<file path="src/rtl/reg_wb_arbiter_pkg.sv">
// reg_wb_arbiter_pkg
//   Shared widths for the writeback path and register file, plus the
//   requester index constants used by the round-robin pointer.
package reg_wb_arbiter_pkg;
    localparam int   WB_DATA_WIDTH = 32;  // writeback / register data width
    localparam int   WB_ADDR_WIDTH = 5;   // register index width
    localparam int   WB_CNT_WIDTH  = 2;   // pending-write counter width
    localparam logic REQ_ALU       = 1'b0;
    localparam logic REQ_MEM       = 1'b1;
endpackage

</file>
<file path="src/rtl/reg_wb_arbiter_scoreboard.sv">
// wb_scoreboard
//   Per-register pending-write counters. Decode issues a destination (inc),
//   the register-file commit retires it (dec). Reports RAW hazards for two
//   source registers and a sticky error when a commit finds nothing pending.
// Ports
//   i_clk, i_rst               clock, async active-high reset
//   i_iss_valid/i_iss_addr     issue of an instruction writing i_iss_addr
//   o_iss_ready                issue accepted (counter not saturated)
//   i_cmt_en/i_cmt_addr        register-file write this cycle
//   i_chk_addr1/2, o_hazard1/2 source registers and their hazard flags
//   o_sb_err                   sticky commit-without-pending flag
module wb_scoreboard
    import reg_wb_arbiter_pkg::*;
#(
    parameter int ADDR_WIDTH = WB_ADDR_WIDTH,
    parameter int CNT_WIDTH  = WB_CNT_WIDTH
) (
    input  logic                  i_clk,
    input  logic                  i_rst,
    input  logic                  i_iss_valid,
    input  logic [ADDR_WIDTH-1:0] i_iss_addr,
    output logic                  o_iss_ready,
    input  logic                  i_cmt_en,
    input  logic [ADDR_WIDTH-1:0] i_cmt_addr,
    input  logic [ADDR_WIDTH-1:0] i_chk_addr1,
    input  logic [ADDR_WIDTH-1:0] i_chk_addr2,
    output logic                  o_hazard1,
    output logic                  o_hazard2,
    output logic                  o_sb_err
);
    localparam int NREG = 1 << ADDR_WIDTH;
    localparam logic [CNT_WIDTH-1:0] CNT_MAX = '1;

    logic [NREG-1:0][CNT_WIDTH-1:0] r_cnt;
    logic                           r_sb_err;
    logic                           w_inc;
    logic                           w_underflow;
    logic [NREG-1:0]                w_inc_vec;
    logic [NREG-1:0]                w_dec_vec;

    assign o_iss_ready = (i_iss_addr == '0) || (r_cnt[i_iss_addr] != CNT_MAX);
    assign w_inc       = i_iss_valid && o_iss_ready && (i_iss_addr != '0);

    // One-hot inc/dec masks; bit 0 is masked so r0 never holds a count.
    assign w_inc_vec = (w_inc    ? (NREG'(1) << i_iss_addr) : '0) & ~NREG'(1);
    assign w_dec_vec = (i_cmt_en ? (NREG'(1) << i_cmt_addr) : '0) & ~NREG'(1);

    assign w_underflow = i_cmt_en && (i_cmt_addr != '0) && (r_cnt[i_cmt_addr] == '0);

    always_ff @(posedge i_clk or posedge i_rst) begin
        if (i_rst) begin
            r_cnt    <= '0;
            r_sb_err <= 1'b0;
        end else begin
            for (int r = 0; r < NREG; r++) begin
                case ({w_inc_vec[r], w_dec_vec[r]})
                    2'b10:   r_cnt[r] <= r_cnt[r] + 1'b1;
                    // underflow saturates at zero; the error flag records it
                    2'b01:   if (r_cnt[r] != '0) r_cnt[r] <= r_cnt[r] - 1'b1;
                    default: ;  // idle, or issue and commit cancel out
                endcase
            end
            if (w_underflow) r_sb_err <= 1'b1;
        end
    end

    // No bypass: the register committing this cycle still reports a hazard.
    assign o_hazard1 = (i_chk_addr1 != '0) && (r_cnt[i_chk_addr1] != '0);
    assign o_hazard2 = (i_chk_addr2 != '0) && (r_cnt[i_chk_addr2] != '0);
    assign o_sb_err  = r_sb_err;
endmodule

</file>
<file path="src/rtl/reg_wb_arbiter.sv">
// reg_wb_arbiter
//   Round-robin arbiter sharing the register-file write port between the ALU
//   (req0) and memory/load (req1) writeback requesters, with a one-cycle
//   registered output stage and a pending-write scoreboard for RAW detection.
// Ports
//   i_clk, i_rst                      clock, async active-high reset
//   i_req{0,1}_valid/addr/data        writeback requests
//   o_req{0,1}_ready                  grant (at most one per cycle)
//   o_rf_wen/o_rf_waddr/o_rf_wdata    register-file write port
//   i_iss_valid/i_iss_addr/o_iss_ready decode issue into the scoreboard
//   i_chk_addr{1,2}, o_hazard{1,2}    RAW hazard lookups
//   o_sb_err                          sticky scoreboard underflow
module reg_wb_arbiter
    import reg_wb_arbiter_pkg::*;
#(
    parameter int DATA_WIDTH = WB_DATA_WIDTH,
    parameter int ADDR_WIDTH = WB_ADDR_WIDTH,
    parameter int CNT_WIDTH  = WB_CNT_WIDTH
) (
    input  logic                  i_clk,
    input  logic                  i_rst,
    input  logic                  i_req0_valid,
    output logic                  o_req0_ready,
    input  logic [ADDR_WIDTH-1:0] i_req0_addr,
    input  logic [DATA_WIDTH-1:0] i_req0_data,
    input  logic                  i_req1_valid,
    output logic                  o_req1_ready,
    input  logic [ADDR_WIDTH-1:0] i_req1_addr,
    input  logic [DATA_WIDTH-1:0] i_req1_data,
    output logic                  o_rf_wen,
    output logic [ADDR_WIDTH-1:0] o_rf_waddr,
    output logic [DATA_WIDTH-1:0] o_rf_wdata,
    input  logic                  i_iss_valid,
    output logic                  o_iss_ready,
    input  logic [ADDR_WIDTH-1:0] i_iss_addr,
    input  logic [ADDR_WIDTH-1:0] i_chk_addr1,
    input  logic [ADDR_WIDTH-1:0] i_chk_addr2,
    output logic                  o_hazard1,
    output logic                  o_hazard2,
    output logic                  o_sb_err
);
    logic                  r_rr;
    logic                  r_rf_wen;
    logic [ADDR_WIDTH-1:0] r_rf_waddr;
    logic [DATA_WIDTH-1:0] r_rf_wdata;

    logic                  w_both;
    logic                  w_gnt0;
    logic                  w_gnt1;
    logic [ADDR_WIDTH-1:0] w_sel_addr;
    logic [DATA_WIDTH-1:0] w_sel_data;

    // Pointer only matters on contention; a lone requester always wins.
    assign w_both = i_req0_valid && i_req1_valid;
    assign w_gnt0 = i_req0_valid && (!i_req1_valid || (r_rr == REQ_ALU));
    assign w_gnt1 = i_req1_valid && (!i_req0_valid || (r_rr == REQ_MEM));

    assign o_req0_ready = w_gnt0;
    assign o_req1_ready = w_gnt1;

    assign w_sel_addr = w_gnt1 ? i_req1_addr : i_req0_addr;
    assign w_sel_data = w_gnt1 ? i_req1_data : i_req0_data;

    // After any grant the pointer favours the requester that did not win.
    always_ff @(posedge i_clk or posedge i_rst) begin
        if (i_rst)          r_rr <= REQ_ALU;
        else if (w_both)    r_rr <= ~r_rr;
        else if (w_gnt0)    r_rr <= REQ_MEM;
        else if (w_gnt1)    r_rr <= REQ_ALU;
    end

    // Writes to r0 are consumed but never reach the register file.
    always_ff @(posedge i_clk or posedge i_rst) begin
        if (i_rst) begin
            r_rf_wen   <= 1'b0;
            r_rf_waddr <= '0;
            r_rf_wdata <= '0;
        end else if ((w_gnt0 || w_gnt1) && (w_sel_addr != '0)) begin
            r_rf_wen   <= 1'b1;
            r_rf_waddr <= w_sel_addr;
            r_rf_wdata <= w_sel_data;
        end else begin
            r_rf_wen   <= 1'b0;
        end
    end

    assign o_rf_wen   = r_rf_wen;
    assign o_rf_waddr = r_rf_waddr;
    assign o_rf_wdata = r_rf_wdata;

    wb_scoreboard #(
        .ADDR_WIDTH (ADDR_WIDTH),
        .CNT_WIDTH  (CNT_WIDTH)
    ) u_sb (
        .i_clk       (i_clk),
        .i_rst       (i_rst),
        .i_iss_valid (i_iss_valid),
        .i_iss_addr  (i_iss_addr),
        .o_iss_ready (o_iss_ready),
        .i_cmt_en    (r_rf_wen),
        .i_cmt_addr  (r_rf_waddr),
        .i_chk_addr1 (i_chk_addr1),
        .i_chk_addr2 (i_chk_addr2),
        .o_hazard1   (o_hazard1),
        .o_hazard2   (o_hazard2),
        .o_sb_err    (o_sb_err)
    );
endmodule

</file>
<file path="config.mk">
export PLATFORM = sky130hd
export DESIGN_NAME = reg_wb_arbiter
export DESIGN_NICKNAME = d
export VERILOG_FILES = /design/src/rtl/reg_wb_arbiter_pkg.sv /design/src/rtl/reg_wb_arbiter_scoreboard.sv /design/src/rtl/reg_wb_arbiter.sv
export SDC_FILE = /design/constraint.sdc
export NUM_CORES = 1
export LEC_CHECK = 0
export BUFFER_PORTS_ARGS = -buffer_cell sky130_fd_sc_hd__buf_4
export CORE_AREA = 4 4 121 123
export DETAILED_ROUTE_END_ITERATION = 8
export DIE_AREA = 0 0 125 127
export PLACE_DENSITY = 0.75
export SYNTH_ARGS = -nofsm -noshare
export SYNTH_HDL_FRONTEND = slang
export SYNTH_SLANG_ARGS = --single-unit
</file>
<file path="constraint.sdc">
create_clock -name i_clk -period 3.5 [get_ports i_clk]
set_input_delay 0.7 -clock i_clk [delete_from_list [all_inputs] [get_ports i_clk]]
set_output_delay 0.7 -clock i_clk [all_outputs]
set_load 0.02 [all_outputs]
</file>
==> impl_metrics.tcl, run 1 <==
set metrics [dict create \
    clock_power_share_pct 23.3 \
    drc 0 \
    report.final.slew_viol_count 0 \
    r2r_end "u_sb.r_cnt[34]" \
    vias 6148 \
    yosys_warnings 0 \
    layout_common_cells "buf_4 (146), nor2_1 (130), dfrtp_1 (102)" \
    maxCapViolCount 0 \
    hold_viol_final 0 \
    n_antenna_cell 0 \
    postCtsSetupBuffers 0 \
    cts.sinks 102 \
    cp_max_fo 16 \
    syn2layout_area_growth_pct 22.2 \
    grt_pass1_wl_mm 30.6 \
    end_kind "primary output" \
    coreArea_sq_um 13700 \
    period_minus_slack_ns 3.13 \
    fp.dieArea_sq_um 15900 \
    ctsResizeCount 0 \
    layout_commonest_cell "buf_4" \
    avgSynthCellArea_sq_um 8.95 \
    cts_tree "done" \
    cts_buffers 9 \
    clkTransAtPathRegs_ns 0.07 \
    startpoint_type "input pin" \
    gp_congestion 0.942 \
    synth-main-ff-cell "dfrtp_1" \
    regArea_sq_um 2550 \
    grt_use_total_pct 24.0 \
    viasPerCell 5.88 \
    dp_slack_ns 0.376 \
    p_int_mw 2.68 \
    nNetsFinal 955 \
    slew_headroom_pct 52.0 \
    port_buffers 137 \
    fill_cells 1206 \
    outcome "completed" \
    clk_latency_ns 0.36 \
    place_inst 1030 \
    fin_crit_sh_pct 89.5 \
    rsz0062_at_grt "no" \
    synth_edf_count 0 \
    dp_hpwl_mm 14.4 \
    avgRoutedWirePerCell_microns 18.0 \
    fin_cells 1046 \
    fin_skew_ns 0.00712 \
    power.switching_mw 1.65 \
    async_reset_ff_share_pct 100 \
    tns_ns 0 \
    syn_nets 836 \
    fmax_ghz 0.319 \
    finalInstanceArea_sq_um 8110 \
    r2r-start "o_rf_waddr[1]" \
    tightest_slew_ns 0.720 \
    ff2ff_path_depth 7 \
    drt-initial-drc-count 534 \
    cp.required_ns 2.80 \
    critPathKind "input pin to primary output" \
    p_seq_share_pct 41.9 \
    clockRootBuffer "clkbuf_16" \
    die_h_microns 127 \
    r2r_slack_ns 1.09 \
    drive_above_1_share_pct 23.2 \
    synth_area_sq_um 6640 \
    irDropWorstVdd_v 0.000322 \
    swShare_pct 38.1 \
    drt-total-wl_mm 18.8 \
    cts_max_level 3 \
    yosysSeqAreaShare_pct 38.5 \
    setup_viol 0 \
    combPwrFrac_pct 34.8 \
    grt_max_degree 53 \
    power.density_nw_per_um2 534 \
    netlist_instances 742 \
    placed_area_sq_um 7810 \
    multiInputGateArea_sq_um 3850 \
    critical_path_arrival_ns 2.43 \
    ioPinCount 138 \
    gr-total-overflow 0 \
    hp-class "input pin to asynchronous set/reset pin" \
    antenna_found_initial 0 \
    synth_cell_type_count 61 \
    first_pass_iters 5 \
    worst_slack_ns 0.367 \
    die-width_microns 125 \
    initial_core_util_pct 48.6 \
    row_count 43 \
    first_global_vias 5974 \
    antenna_left 0 \
    cts_max_path_buffers 2 \
    ys_ff_latch 102 \
    power_leakage_nw 3.61 \
    hold_buffers 0 \
]
[cell usage after synthesis, types with 5 or more instances]
master    number  area, sq um
dfrtp_1      102         2550
mux4_2        25          563
o21ai_0       42          210
o211ai_1       5         37.5
a21boi_1       6         45.0
mux2i_1       38          380
nand2_1       69          259
o21a_1        14          105
a211oi_1      27          203
nand4_1        5         31.3
buf_2         11         55.1
nor2b_1       12         75.1
clkbuf_1      23         86.3
nor4b_1        5         43.8
o21ai_1        7         35.0
a21oi_1       64          320
nor3_1        20          100
nand2b_1      11         68.8
inv_1         18         67.6
nand3_1       13         65.1
o211a_1        8         80.1
nor2_1       130          488
and3_1        14         87.6
o21bai_1       5         37.5
[worst max path at each step]
stage / end / start
after floorplan: o_rf_waddr[0] / i_rst
after global placement: o_iss_ready / i_iss_addr[0]
after detailed placement: o_iss_ready / i_iss_addr[0]
after CTS: o_iss_ready / i_iss_addr[0]
after global routing: o_iss_ready / i_iss_addr[0]
final: o_iss_ready / i_iss_addr[0]
[cells by family (layout without fill, tap and decap cells)]
kind of cell / count (synthesis) / after routing / share of synthesized area [%]
mux: 65 / 65 / 15.0
simple gates: 310 / 310 / 22.3
flops: 102 / 102 / 38.5
compound gates: 208 / 208 / 20.5
buf+inv: 57 / 181 / 3.77
[cell type report]
class	instances	area share [%]
sequential	102	31.5
timing repair buffer	147	13.8
multi-input combinational	583	47.5
tap	180	2.78
clock inverter	5	0.555
inverter	18	0.864
clock buffer	11	3.12
[power groups by stage]
stage | Sequential (mW) | Combinational, mW | Clock, mW
final | 1.81 | 1.51 | 1.01
after global routing | 1.86 | 1.65 | 1.09
after CTS | 1.81 | 1.50 | 1.03
after detailed placement | 1.82 | 1.50 | 0
after global placement | 1.81 | 1.47 | 0
after floorplan | 1.82 | 0.938 | 0
[stage by stage]
stage	total power [mW]	hold slack (ns)	util, %
2_1_floorplan	2.75	0.457	-
5_1_grt	4.60	0.464	59.3
3_5_place_dp	3.32	0.492	57.2
3_3_place_gp	3.29	0.480	57.2
4_1_cts	4.34	0.445	59.3
6_report	4.33	0.419	59.3
[worst max-delay path: stages]
cell     delay, ns
buf_4         0.21
mux4_1        0.66
mux4_2        0.49
nor2b_1       0.12
nor4b_1       0.07
buf_4         0.16
[sequential cells by signal (all words and copies together), names as in the netlist]
signal         count
o_rf_waddr         5
u_sb.o_sb_err      1
o_rf_wen           1
o_rf_wdata        32
u_sb.r_cnt        62
r_rr               1
[layer usage]
layer  part of all wire (%)  routed length, microns  GRT usage, %  vias up
met5                      0                       0             0        -
met3                    9.3                    1740          7.61       43
met2                     48                    9040          39.4      289
li1                       -                       -             -     2966
met4                    2.9                     546          8.80        0
met1                     40                    7480          29.9     2850
Power figures use the tool's default switching activity.
==> run 2, diff against run 1 <==
--- a/config.mk
+++ b/config.mk
@@ -9,7 +9,8 @@
 export CORE_AREA = 4 4 121 123
 export DETAILED_ROUTE_END_ITERATION = 8
 export DIE_AREA = 0 0 125 127
-export PLACE_DENSITY = 0.75
+export PLACE_DENSITY = 0.81
+export SLEW_MARGIN = 10
 export SYNTH_ARGS = -nofsm -noshare
 export SYNTH_HDL_FRONTEND = slang
 export SYNTH_SLANG_ARGS = --single-unit
==> impl_metrics.tcl, run 2 (synthesized netlist as in run 1, its figures left out) <==
set metrics [dict create \
    combPwrFrac_pct 35.4 \
    p_int_mw 2.65 \
    clockRootBuffer "clkbuf_16" \
    drt-total-wl_mm 18.9 \
    hp-class "input pin to asynchronous set/reset pin" \
    first_pass_iters 7 \
    die_h_microns 127 \
    power.density_nw_per_um2 532 \
    nNetsFinal 958 \
    power_leakage_nw 3.62 \
    coreArea_sq_um 13700 \
    cts_max_level 3 \
    clk_latency_ns 0.35 \
    ioPinCount 138 \
    syn2layout_area_growth_pct 22.2 \
    cts_buffers 9 \
    fmax_ghz 0.310 \
    hold_buffers 0 \
    maxCapViolCount 0 \
    layout_common_cells "buf_4 (150), nor2_1 (130), dfrtp_1 (102)" \
    slew_headroom_pct 48.3 \
    cts_tree "done" \
    multiInputGateArea_sq_um 3850 \
    die-width_microns 125 \
    fin_skew_ns 0.00821 \
    postCtsSetupBuffers 0 \
    tns_ns 0 \
    gp_congestion 0.992 \
    fin_crit_sh_pct 92.1 \
    irDropWorstVdd_v 0.000277 \
    crit_start "i_iss_addr[0]" \
    clkTransAtPathRegs_ns 0.07 \
    initial_core_util_pct 48.6 \
    ctsResizeCount 0 \
    report.final.slew_viol_count 0 \
    regArea_sq_um 2550 \
    antenna_found_initial 0 \
    port_buffers 137 \
    critPathKind "input pin to primary output" \
    cp.required_ns 2.80 \
    largest_reg_flops 62 \
    clock_power_share_pct 22.7 \
    setup_viol 0 \
    cts.sinks 102 \
    critical_path_arrival_ns 2.52 \
    dp_hpwl_mm 14.5 \
    drc 0 \
    period_minus_slack_ns 3.22 \
    drt-initial-drc-count 577 \
    cp_max_fo 21 \
    fill_cells 1225 \
    p_seq_share_pct 41.9 \
    place_inst 1033 \
    grt_pass1_wl_mm 31.2 \
    cts_max_path_buffers 2 \
    tightest_slew_ns 0.776 \
    grt_max_degree 57 \
    top_register "u_sb.r_cnt" \
    row_count 43 \
    hold_viol_final 0 \
    fp.dieArea_sq_um 15900 \
    rsz0062_at_grt "no" \
    viasPerCell 5.95 \
    vias 6249 \
    grt_use_total_pct 24.3 \
    outcome "completed" \
    antenna_left 0 \
    fin_cells 1050 \
    startpoint_type "input pin" \
    power.switching_mw 1.67 \
    drive_above_1_share_pct 23.5 \
    swShare_pct 38.7 \
    layout_commonest_cell "buf_4" \
    r2r-start "o_rf_waddr[1]" \
    first_global_vias 6057 \
    end_kind "primary output" \
    avgRoutedWirePerCell_microns 18.0 \
    gr-total-overflow 0 \
]
-- run 2: critical path, stage by stage --
cell and delay (ns):
buf_4 0.26, buf_4 0.21, nor2b_4 0.06, a311oi_2 0.34, o32a_2 0.25, nor4b_1 0.46
buf_4 0.24
-- run 2: cell type report --
| class | count | area share (%) |
|---|---|---|
| clock inverter | 7 | 0.786 |
| clock buffer | 9 | 2.78 |
| sequential | 102 | 31.5 |
| multi-input combinational | 583 | 47.4 |
| timing repair buffer | 150 | 13.9 |
| antenna | 1 | 0.0308 |
| tap | 180 | 2.78 |
| inverter | 18 | 0.864 |
-- run 2: metal layers --
metal	wire length [microns]	GRT usage [%]	part of all wire, %	vias to the layer above
met1	7480	31.4	40	2893
met5	0	0	0	-
met3	1920	6.65	10	50
met4	695	10.2	3.7	0
li1	-	-	-	2976
met2	8820	38.7	47	330
-- run 2: power by group through the flow --
stage / registers, mW / logic [mW] / clock network (mW)
floorplan: 1.82 / 0.938 / 0
global placement: 1.81 / 1.48 / 0
detailed placement: 1.82 / 1.52 / 0
CTS: 1.80 / 1.52 / 1.00
global route: 1.86 / 1.67 / 1.05
finish: 1.81 / 1.53 / 0.982
-- run 2: final timing paths --
path                                       end  slack, ns  cells after the start
worst max-delay path               o_iss_ready       0.28                      7
worst min-delay path             o_rf_wdata[0]       0.45                      2
worst max register to register   u_sb.o_sb_err       0.93                      6
worst min register to register            r_rr       0.49                      1
max in group asynchronous       u_sb.r_cnt[42]       2.19                      3
min in group i_clk                        r_rr       0.49                      1
-- run 2: stage by stage --
step	power [mW]	area (sq um)	util [%]	hold slack (ns)	setup slack [ns]
6_report	4.32	8110	59.4	0.455	0.276
5_1_grt	4.58	8110	59.4	0.521	0.247
4_1_cts	4.32	8110	59.4	0.492	0.324
3_5_place_dp	3.33	7820	57.2	0.486	0.322
3_3_place_gp	3.28	7820	57.2	0.476	0.337
2_1_floorplan	2.75	6640	-	0.457	0.125
